===== src/rtl/fetch_pipe.sv =====
// -----------------------------------------------------------------------------
// fetch_pipe
//
// Instruction-fetch stage plus IF/ID pipeline register for the rv32i core.
// Generates the fetch PC, drives a single-outstanding request/response
// instruction-memory port, and presents the returned instruction with its PC
// to decode. A one-entry skid buffer catches a response that lands while
// decode is stalled, so nothing is lost.
//
// Handshake: imem_req is a one-cycle strobe that launches a request to
// imem_addr. Exactly one imem_valid strobe answers each request, in order,
// at least one cycle later, with the instruction on imem_rdata. At most one
// request is ever outstanding; a new request is only launched in a cycle
// where nothing is outstanding or the outstanding response is being
// consumed in that same cycle.
//
// Ports:
//   clk                  clock, all state updates on posedge
//   rst                  asynchronous active-low reset
//   stall                hold IF/ID contents (decode cannot accept)
//   redirect_en          taken branch/jump: squash IF/ID and refetch
//   redirect_pc          redirect target, bits [1:0] ignored
//   imem_req             request strobe (combinational)
//   imem_addr            request address, meaningful while imem_req=1
//   imem_valid           response strobe
//   imem_rdata           response instruction
//   instruction_fetch_pp IF/ID instruction
//   pc_fetch_pp          IF/ID PC
//   valid_fetch_pp       IF/ID entry holds a real instruction
//   fsm_state            debug view of the fetch FSM state
// -----------------------------------------------------------------------------
module fetch_pipe #(
  parameter int                      DATA_WIDTH  = 32,
  parameter int                      INSTRUCTION = 32,
  parameter logic [DATA_WIDTH-1:0]   RESET_PC    = '0,
  parameter logic [INSTRUCTION-1:0]  NOP         = 'h13
) (
  input  logic                   clk,
  input  logic                   rst,
  input  logic                   stall,
  input  logic                   redirect_en,
  input  logic [DATA_WIDTH-1:0]  redirect_pc,
  output logic                   imem_req,
  output logic [DATA_WIDTH-1:0]  imem_addr,
  input  logic                   imem_valid,
  input  logic [INSTRUCTION-1:0] imem_rdata,
  output logic [INSTRUCTION-1:0] instruction_fetch_pp,
  output logic [DATA_WIDTH-1:0]  pc_fetch_pp,
  output logic                   valid_fetch_pp,
  output logic [1:0]             fsm_state
);

  // IDLE: nothing outstanding, skid empty.
  // WAIT: one request outstanding, its response is wanted.
  // DROP: one request outstanding, its response is stale (redirected away).
  // HELD: skid buffer full, nothing outstanding.
  typedef enum logic [1:0] {
    S_IDLE = 2'd0,
    S_WAIT = 2'd1,
    S_DROP = 2'd2,
    S_HELD = 2'd3
  } state_t;

  state_t                 state;
  logic [DATA_WIDTH-1:0]  fetch_pc;
  logic [DATA_WIDTH-1:0]  inflight_pc;
  logic [INSTRUCTION-1:0] skid_data;
  logic [DATA_WIDTH-1:0]  skid_pc;

  logic [DATA_WIDTH-1:0]  target;
  logic [DATA_WIDTH-1:0]  issue_addr;
  logic                   issue;
  logic                   load_ifid;
  logic [INSTRUCTION-1:0] load_data;
  logic [DATA_WIDTH-1:0]  load_pc;

  // Targets are word aligned; the low two bits of redirect_pc are dropped.
  assign target     = redirect_pc & ~DATA_WIDTH'(3);
  assign issue_addr = redirect_en ? target : fetch_pc;

  always_comb begin
    issue     = 1'b0;
    load_ifid = 1'b0;
    load_data = imem_rdata;
    load_pc   = inflight_pc;
    case (state)
      S_IDLE: issue = 1'b1;
      S_WAIT: begin
        // Consuming the response frees the port, so the next request can
        // go out in the same cycle: back-to-back one instruction per cycle.
        issue     = !redirect_en && imem_valid && !stall;
        load_ifid = issue;
      end
      S_HELD: begin
        issue     = !redirect_en && !stall;
        load_ifid = issue;
        load_data = skid_data;
        load_pc   = skid_pc;
      end
      default: issue = 1'b0;
    endcase
  end

  // The FSM sits in IDLE during reset; gate the strobe so no request
  // escapes until rst has been released.
  assign imem_req  = issue && rst;
  assign imem_addr = rst ? issue_addr : RESET_PC;
  assign fsm_state = state;

  // Fetch FSM, PC bookkeeping and skid buffer.
  always_ff @(posedge clk or negedge rst) begin
    if (!rst) begin
      state       <= S_IDLE;
      fetch_pc    <= RESET_PC;
      inflight_pc <= RESET_PC;
      skid_data   <= NOP;
      skid_pc     <= '0;
    end else begin
      if (issue) begin
        inflight_pc <= issue_addr;
        fetch_pc    <= issue_addr + DATA_WIDTH'(4);
      end else if (redirect_en) begin
        fetch_pc <= target;
      end

      case (state)
        S_IDLE: state <= S_WAIT;
        S_WAIT: begin
          if (redirect_en) begin
            // Response in the same cycle is simply not consumed.
            state <= imem_valid ? S_IDLE : S_DROP;
          end else if (imem_valid && stall) begin
            skid_data <= imem_rdata;
            skid_pc   <= inflight_pc;
            state     <= S_HELD;
          end
        end
        S_DROP: begin
          if (imem_valid) state <= S_IDLE;
        end
        S_HELD: begin
          if (redirect_en) begin
            skid_data <= NOP;
            state     <= S_IDLE;
          end else if (!stall) begin
            skid_data <= NOP;
            state     <= S_WAIT;
          end
        end
        default: state <= S_IDLE;
      endcase
    end
  end

  // IF/ID register: flush beats stall, stall beats new data, otherwise a
  // bubble is inserted (PC held so decode sees a stable value).
  always_ff @(posedge clk or negedge rst) begin
    if (!rst) begin
      instruction_fetch_pp <= NOP;
      pc_fetch_pp          <= '0;
      valid_fetch_pp       <= 1'b0;
    end else if (redirect_en) begin
      instruction_fetch_pp <= NOP;
      valid_fetch_pp       <= 1'b0;
    end else if (stall) begin
      instruction_fetch_pp <= instruction_fetch_pp;
      pc_fetch_pp          <= pc_fetch_pp;
      valid_fetch_pp       <= valid_fetch_pp;
    end else if (load_ifid) begin
      instruction_fetch_pp <= load_data;
      pc_fetch_pp          <= load_pc;
      valid_fetch_pp       <= 1'b1;
    end else begin
      instruction_fetch_pp <= NOP;
      valid_fetch_pp       <= 1'b0;
    end
  end

endmodule


===== config.mk =====
export PLATFORM = sky130hd
export DESIGN_NAME = fetch_pipe
export DESIGN_NICKNAME = d
export VERILOG_FILES = /design/src/rtl/fetch_pipe.sv
export SDC_FILE = /design/constraint.sdc
export NUM_CORES = 1
export LEC_CHECK = 0
export BUFFER_PORTS_ARGS = -buffer_cell sky130_fd_sc_hd__buf_2
export CAP_MARGIN = 30
export CORE_UTILIZATION = 30
export CTS_CLUSTER_SIZE = 16
export DETAILED_ROUTE_END_ITERATION = 7
export SETUP_SLACK_MARGIN = 0.1
export SLEW_MARGIN = 20
export SYNTH_ARGS = -nofsm -noshare
export SYNTH_HDL_FRONTEND = slang
export SYNTH_SLANG_ARGS = --single-unit

===== constraint.sdc =====
create_clock -name clk -period 1.8 [get_ports clk]
set_input_delay 0.36 -clock clk [delete_from_list [all_inputs] [get_ports clk]]
set_output_delay 0.36 -clock clk [all_outputs]
set_load 0.02 [all_outputs]

[Word level (Yosys, flattened, before mapping)]
Cells that the tools add are included.
Storage, ports and cells
  bits in read-only memories: 0
  memory bits (writable): 0
  memories: 0
  logic and storage cells: 58
  output and inout port bits: 100
  bits in latches: 0
  flip-flop bits (word level): 195
Operators by class
  reductions and logical operators: 13
  bitwise logic cells: 2
  add/subtract/negate cells: 1
  $lt $le $gt $ge: 0
  div/mod/pow operators: 0
  multiplexer cells: 25
  equality and inequality tests: 9
  shifts and indexed selects: 0
  multiply operators: 0
Operator list (number)
  32-bit two-way mux: 12
  32-bit case mux with 2 select lines: 1
  32-bit by 3-bit adder with 32-bit output, second input constant: 1
  2-bit two-way mux: 6
  3-bit AND reduction: 3
  2-bit case mux with 4 select lines: 1
  2-bit != test, second input constant: 3
  3-bit != test, second input constant: 2
  1-bit logical AND: 5
  2-bit equality test, second input constant: 2
  4-bit AND reduction: 1
  1-bit two-way mux: 3
  1-bit case mux with 3 select lines: 1
  2-bit by 1-bit equality test with 1-bit output, second input constant: 1
  1-bit logical NOT: 2
  2-bit logical NOT: 1
  2-bit by 1-bit != test with 1-bit output, second input constant: 1
  1-bit NOT: 2
  1-bit case mux with 2 select lines: 1
  2-bit nonzero test: 1

[Depth between registers and ports, before layout]
  depth after elaboration: 7
  gate-level depth with buffers: 13

[Least setup slack after synthesis]
No wires, ideal clock.
  path type: in2reg
  start point: in redirect_en
  end point: reg fetch_pc[28]
  stages on the path: 13
  arrival: 2.372 ns
  slack: -0.652 ns
  path buffers: 5
  path through: buf_6 -> buf_6 -> buf_4 -> buf_2 -> buf_2 -> mux2i_1 -> inv_1 -> ha_1 -> inv_1 -> a21oi_1 -> nand4_2 -> nor4b_2 -> xnor2_1
Between the ends
  elaborated cells on any way between the ends: 8
RTL lines
  start, declared: line 41  | input logic redirect_en,
  32-bit two-way mux
  named net issue_addr[2]: line 71  | logic [DATA_WIDTH-1:0] issue_addr;
  32-bit by 3-bit adder with 32-bit output: line 121  | fetch_pc <= issue_addr + DATA_WIDTH'(4);
  32-bit two-way mux: line 119  | if (issue) begin
  end signal, assigned: line 121
  end signal, assigned: line 123  | fetch_pc <= target;
  end, declared: line 65  | logic [DATA_WIDTH-1:0] fetch_pc;
The timed path passes the listed nets, and every way through them passes these cells.
A chain may end at the register's enable or synchronous reset.

[Worst setup path in the final report]
  start point: reg state[1], in the netlist fsm_state[1]
  end point: out imem_req
Between the ends
  longest elaborated chain between the ends: 3
  elaborated cells on any way between the ends: 5
RTL lines
  start, declared: line 64  | state_t state;
  start signal, assigned: line 131  | state <= imem_valid ? S_IDLE : S_DROP;
  2-bit equality test (tied with other cells): line 86  | case (state)
  1-bit case mux with 3 select lines (*): line 86
  1-bit logical AND (*): line 106  | assign imem_req = issue && rst;
  end, declared: line 43  | output logic imem_req,
Every way passes the cells marked *; elsewhere a longest branch is shown, timed or not.

==> results.md <==
- Slew headroom: 45.0%
- CP Launch Type: register
- Nets: about 1200
- Flops & latches, synth: about 200
- Met3 usage: under 10%
- Place WS: -0.304 ns
- Slowest cell on crit path: dfrtp_2
- Reg2reg setup slack: ~0.07 ns
- Worst Setup End Kind: output port
- Number of antenna diodes: 0
- # setup viols final: 1
- Pins Over Slew Limit: 0
- Fin crit share: 107%
- Power density cells: 1240 nW/um2
- Buffer depth of the longest clock path: 2
- CP endpoint: imem_req
- MaxCap Viol Count: 0
- Wire per inst: approximately 16 um
- CTS clock-pin slew for the worst setup and hold paths: ~0.080 ns
- Mapped cell area: ~8800 um2
- Post-synth EDFFs: 0
- IO Count: 169
- DIE HEIGHT: around 170 um
- Area contributors post-synth: dfrtp_1 54%, nand2_1 8.9%, mux2_2 4.4%
- CP arrival: 1.57 ns
- Initial core utilization: 30.5%
- Critical R2R Capture: fetch_pc[28]
- Die width: around 170 um
- IO buf count: around 170
- Initial antenna violation count: 0
- Skew final: 0.0129 ns
- CP max FO: 4
- Top cell type's share of synthesized area: 54.0%
- Share of post-route cells with drive strength above 1: between 30% and 40%
- CP max stage delay: 0.44 ns
- Number of global-route vias before repair: 7141
- CP startpoint: fsm_state[1]
- Num CTS Buffers: 17
- RePlAce Congestion: 0.817
- Hold Worst Slack: ~0.16 ns
- RSZ-0062 raised after global routing: true
- DRC Markers: 0
- Crit path cell chain: o21ba_4 -> a21oi_4 -> buf_6 -> nor2_4 -> buf_6
- Layout area overhead: 41.2%
- Overflow after GRT: 0
- Syn. warnings: 0
- Sum Neg Setup Slack: -0.133 ns
- CTS tree: done
- Clock Sinks: 195
- Worst r2r src: fetch_pc[13]
- Synth Flop Type: dfrtp_1
- Detail Placement HPWL: 16700 um
- Final Hold Viols: 0
- Min Clock Period, post-route: 1.93 ns
- Setup ws final: -0.133 ns
- Synth unique cells: 44
- Core area: 28700 um2
- Post-Syn Instances: 898
- Post-synth ARST share: 100%
- GRT Total Usage: between 15 and 20%
- H-tree Lvls: 4
- Post-DRT Antenna Nets: 0
- Vias: 7415
- Post-synth top area cell: dfrtp_1
- Leakage power: approximately 5.9 nW
- Top-count cell post-synth: nand2_1
- Via density: approximately 4.8
- First DRT Iteration DRCs: about 470
- Final wirelength: 24600 um
- Largest net degree at the start of global routing: 126
- Most used cell, CP: buf_6
- Syn Area/Cell: 9.76 um2
- Failing checks: negative setup slack
- Met1 Use GR: 24.5%
- Max Fclk: 0.517 GHz
- CTS Root Cell: clkbuf_16
- Post-route core utilization: 43.1%
- Synth cell count leaders: 207 x nand2_1, 189 x dfrtp_1, 80 x nor2_1, 60 x o21ai_0, 47 x a21oi_1
- CP Data Required Time: 1.44 ns
- Kind of critical path: reg -> out
- Final Power: 15.4 mW
- Clk Latency, worst-skew pair: 0.43 ns
- IR drop worst, VDD: 0.711 mV
- Seq/Total Area, Yosys: a little under three fifths
- GRT Max-Usage Layer: met2
- Worst min-delay path class: in -> reg
- Fill cells: 2782
- Cell count of the worst reg-to-reg path: 6
- Met2 usage: between 20% and 30%
- First-pass GRT wire length: 39300 um
- Die area: 29900 um2
- Worst-margin pin slew: 0.824 ns
- Mapped Nets: 968
- DRT Pass-1 Iters: 4
- Rows: 62
- Outcome: finished, violations left
[layer usage]
metal / wire length, um / up-vias / share of wire, %
li1: - / 3588 / -
met1: 12300 / 3616 / 50
met2: 11000 / 197 / 45
met3: 1100 / 14 / 4.5
met4: 155 / 0 / 0.63
met5: 0 / - / 0
[state kept, by name (all words and copies together) (netlist names)]
signal / count
fetch_pc: 32
fsm_state: 2
inflight_pc: 32
instruction_fetch_pp: 32
pc_fetch_pp: 32
skid_data: 32
skid_pc: 32
valid_fetch_pp: 1
[what timing repair did]
action                                 CTS  global route
pin swaps                                6            20
buffers inserted                        20            18
setup endpoints to repair               37           167
gates cloned                             0             2
gates resized for setup                 64            57
endpoints found under the hold margin    6             0
hold buffers                             1             0
[cell type report]
| type | count | area [um2] | share of cell area, % |
|---|---|---|---|
| multi-input combinational | 640 | 4150 | 33.5 |
| inverter | 5 | 18.8 | 0.152 |
| timing repair buffer | 301 | 2220 | 17.9 |
| clock buffer | 19 | 443 | 3.58 |
| clock inverter | 13 | 169 | 1.36 |
| sequential | 195 | 4890 | 39.5 |
| tap | 384 | 480 | 3.88 |
[placed cells by master (no fill, tap or decap), types with 4 or more instances in the layout]
cell type,n
a22oi_2,4
mux2_2,34
mux2i_2,9
dfstp_2,6
mux2i_1,7
nor2_4,4
clkbuf_16,19
xor2_1,7
nand2_1,205
nand4b_1,4
a21oi_1,37
inv_1,4
a32o_1,7
mux2i_4,8
nand4_1,6
nor2_1,56
buf_2,149
buf_12,14
inv_8,4
a21oi_2,4
o21ai_0,59
buf_4,113
dfrtp_2,5
a21oi_4,6
nand3b_1,8
a21o_1,29
buf_6,18
a31oi_1,36
nand3_1,18
nor2b_4,7
dfrtp_1,184
xnor2_1,22
nor2_2,20
[how the worst min path moves through the flow]
stage                        from                       to  cells past startpoint
finish              imem_rdata[4]  instruction_fetch_pp[4]                      3
global route        imem_rdata[1]  instruction_fetch_pp[1]                      3
CTS                 imem_rdata[0]  instruction_fetch_pp[0]                      3
detailed placement            rst              fetch_pc[0]                      2
global placement              rst              fetch_pc[0]                      2
floorplan                     rst              fetch_pc[0]                      0
[kinds of logic (layout without fill, tap and decap cells)]
| family | count (synthesis) | after routing | share of synthesized area (%) |
|---|---|---|---|
| simple gates | 356 | 356 | 17.5 |
| compound gates | 196 | 196 | 13.6 |
| flops | 195 | 195 | 55.8 |
| buf+inv | 63 | 338 | 3.03 |
| mux | 58 | 58 | 7.11 |
| xor+xnor | 29 | 29 | 2.90 |
| fa+ha+maj | 1 | 1 | 0.143 |
[where the power goes]
part	switching (mW)	total, mW	internal [mW]
Sequential	0.902	6.76	5.85
Combinational	2.63	4.65	2.02
Clock	1.81	3.96	2.15
Total	5.34	15.4	10.0
[metrics by stage]
| step | std cells | cell area (um2) |
|---|---|---|
| 2_1_floorplan | 898 | 9040 |
| 3_3_place_gp | 1485 | 10900 |
| 3_5_place_dp | 1485 | 10900 |
| 4_1_cts | 1538 | 11900 |
| 5_1_grt | 1557 | 12400 |
| 6_report | 1557 | 12400 |
[critical path: cells and delay by family, from the launching register on]
kind | cells | cell delay, ns
AOI/OAI and AO/OA | 2 | 0.42
and+or+nand+nor | 1 | 0.03
DFF | 1 | 0.44
buffers and inverters | 2 | 0.27
Power figures use the tool's default switching activity.
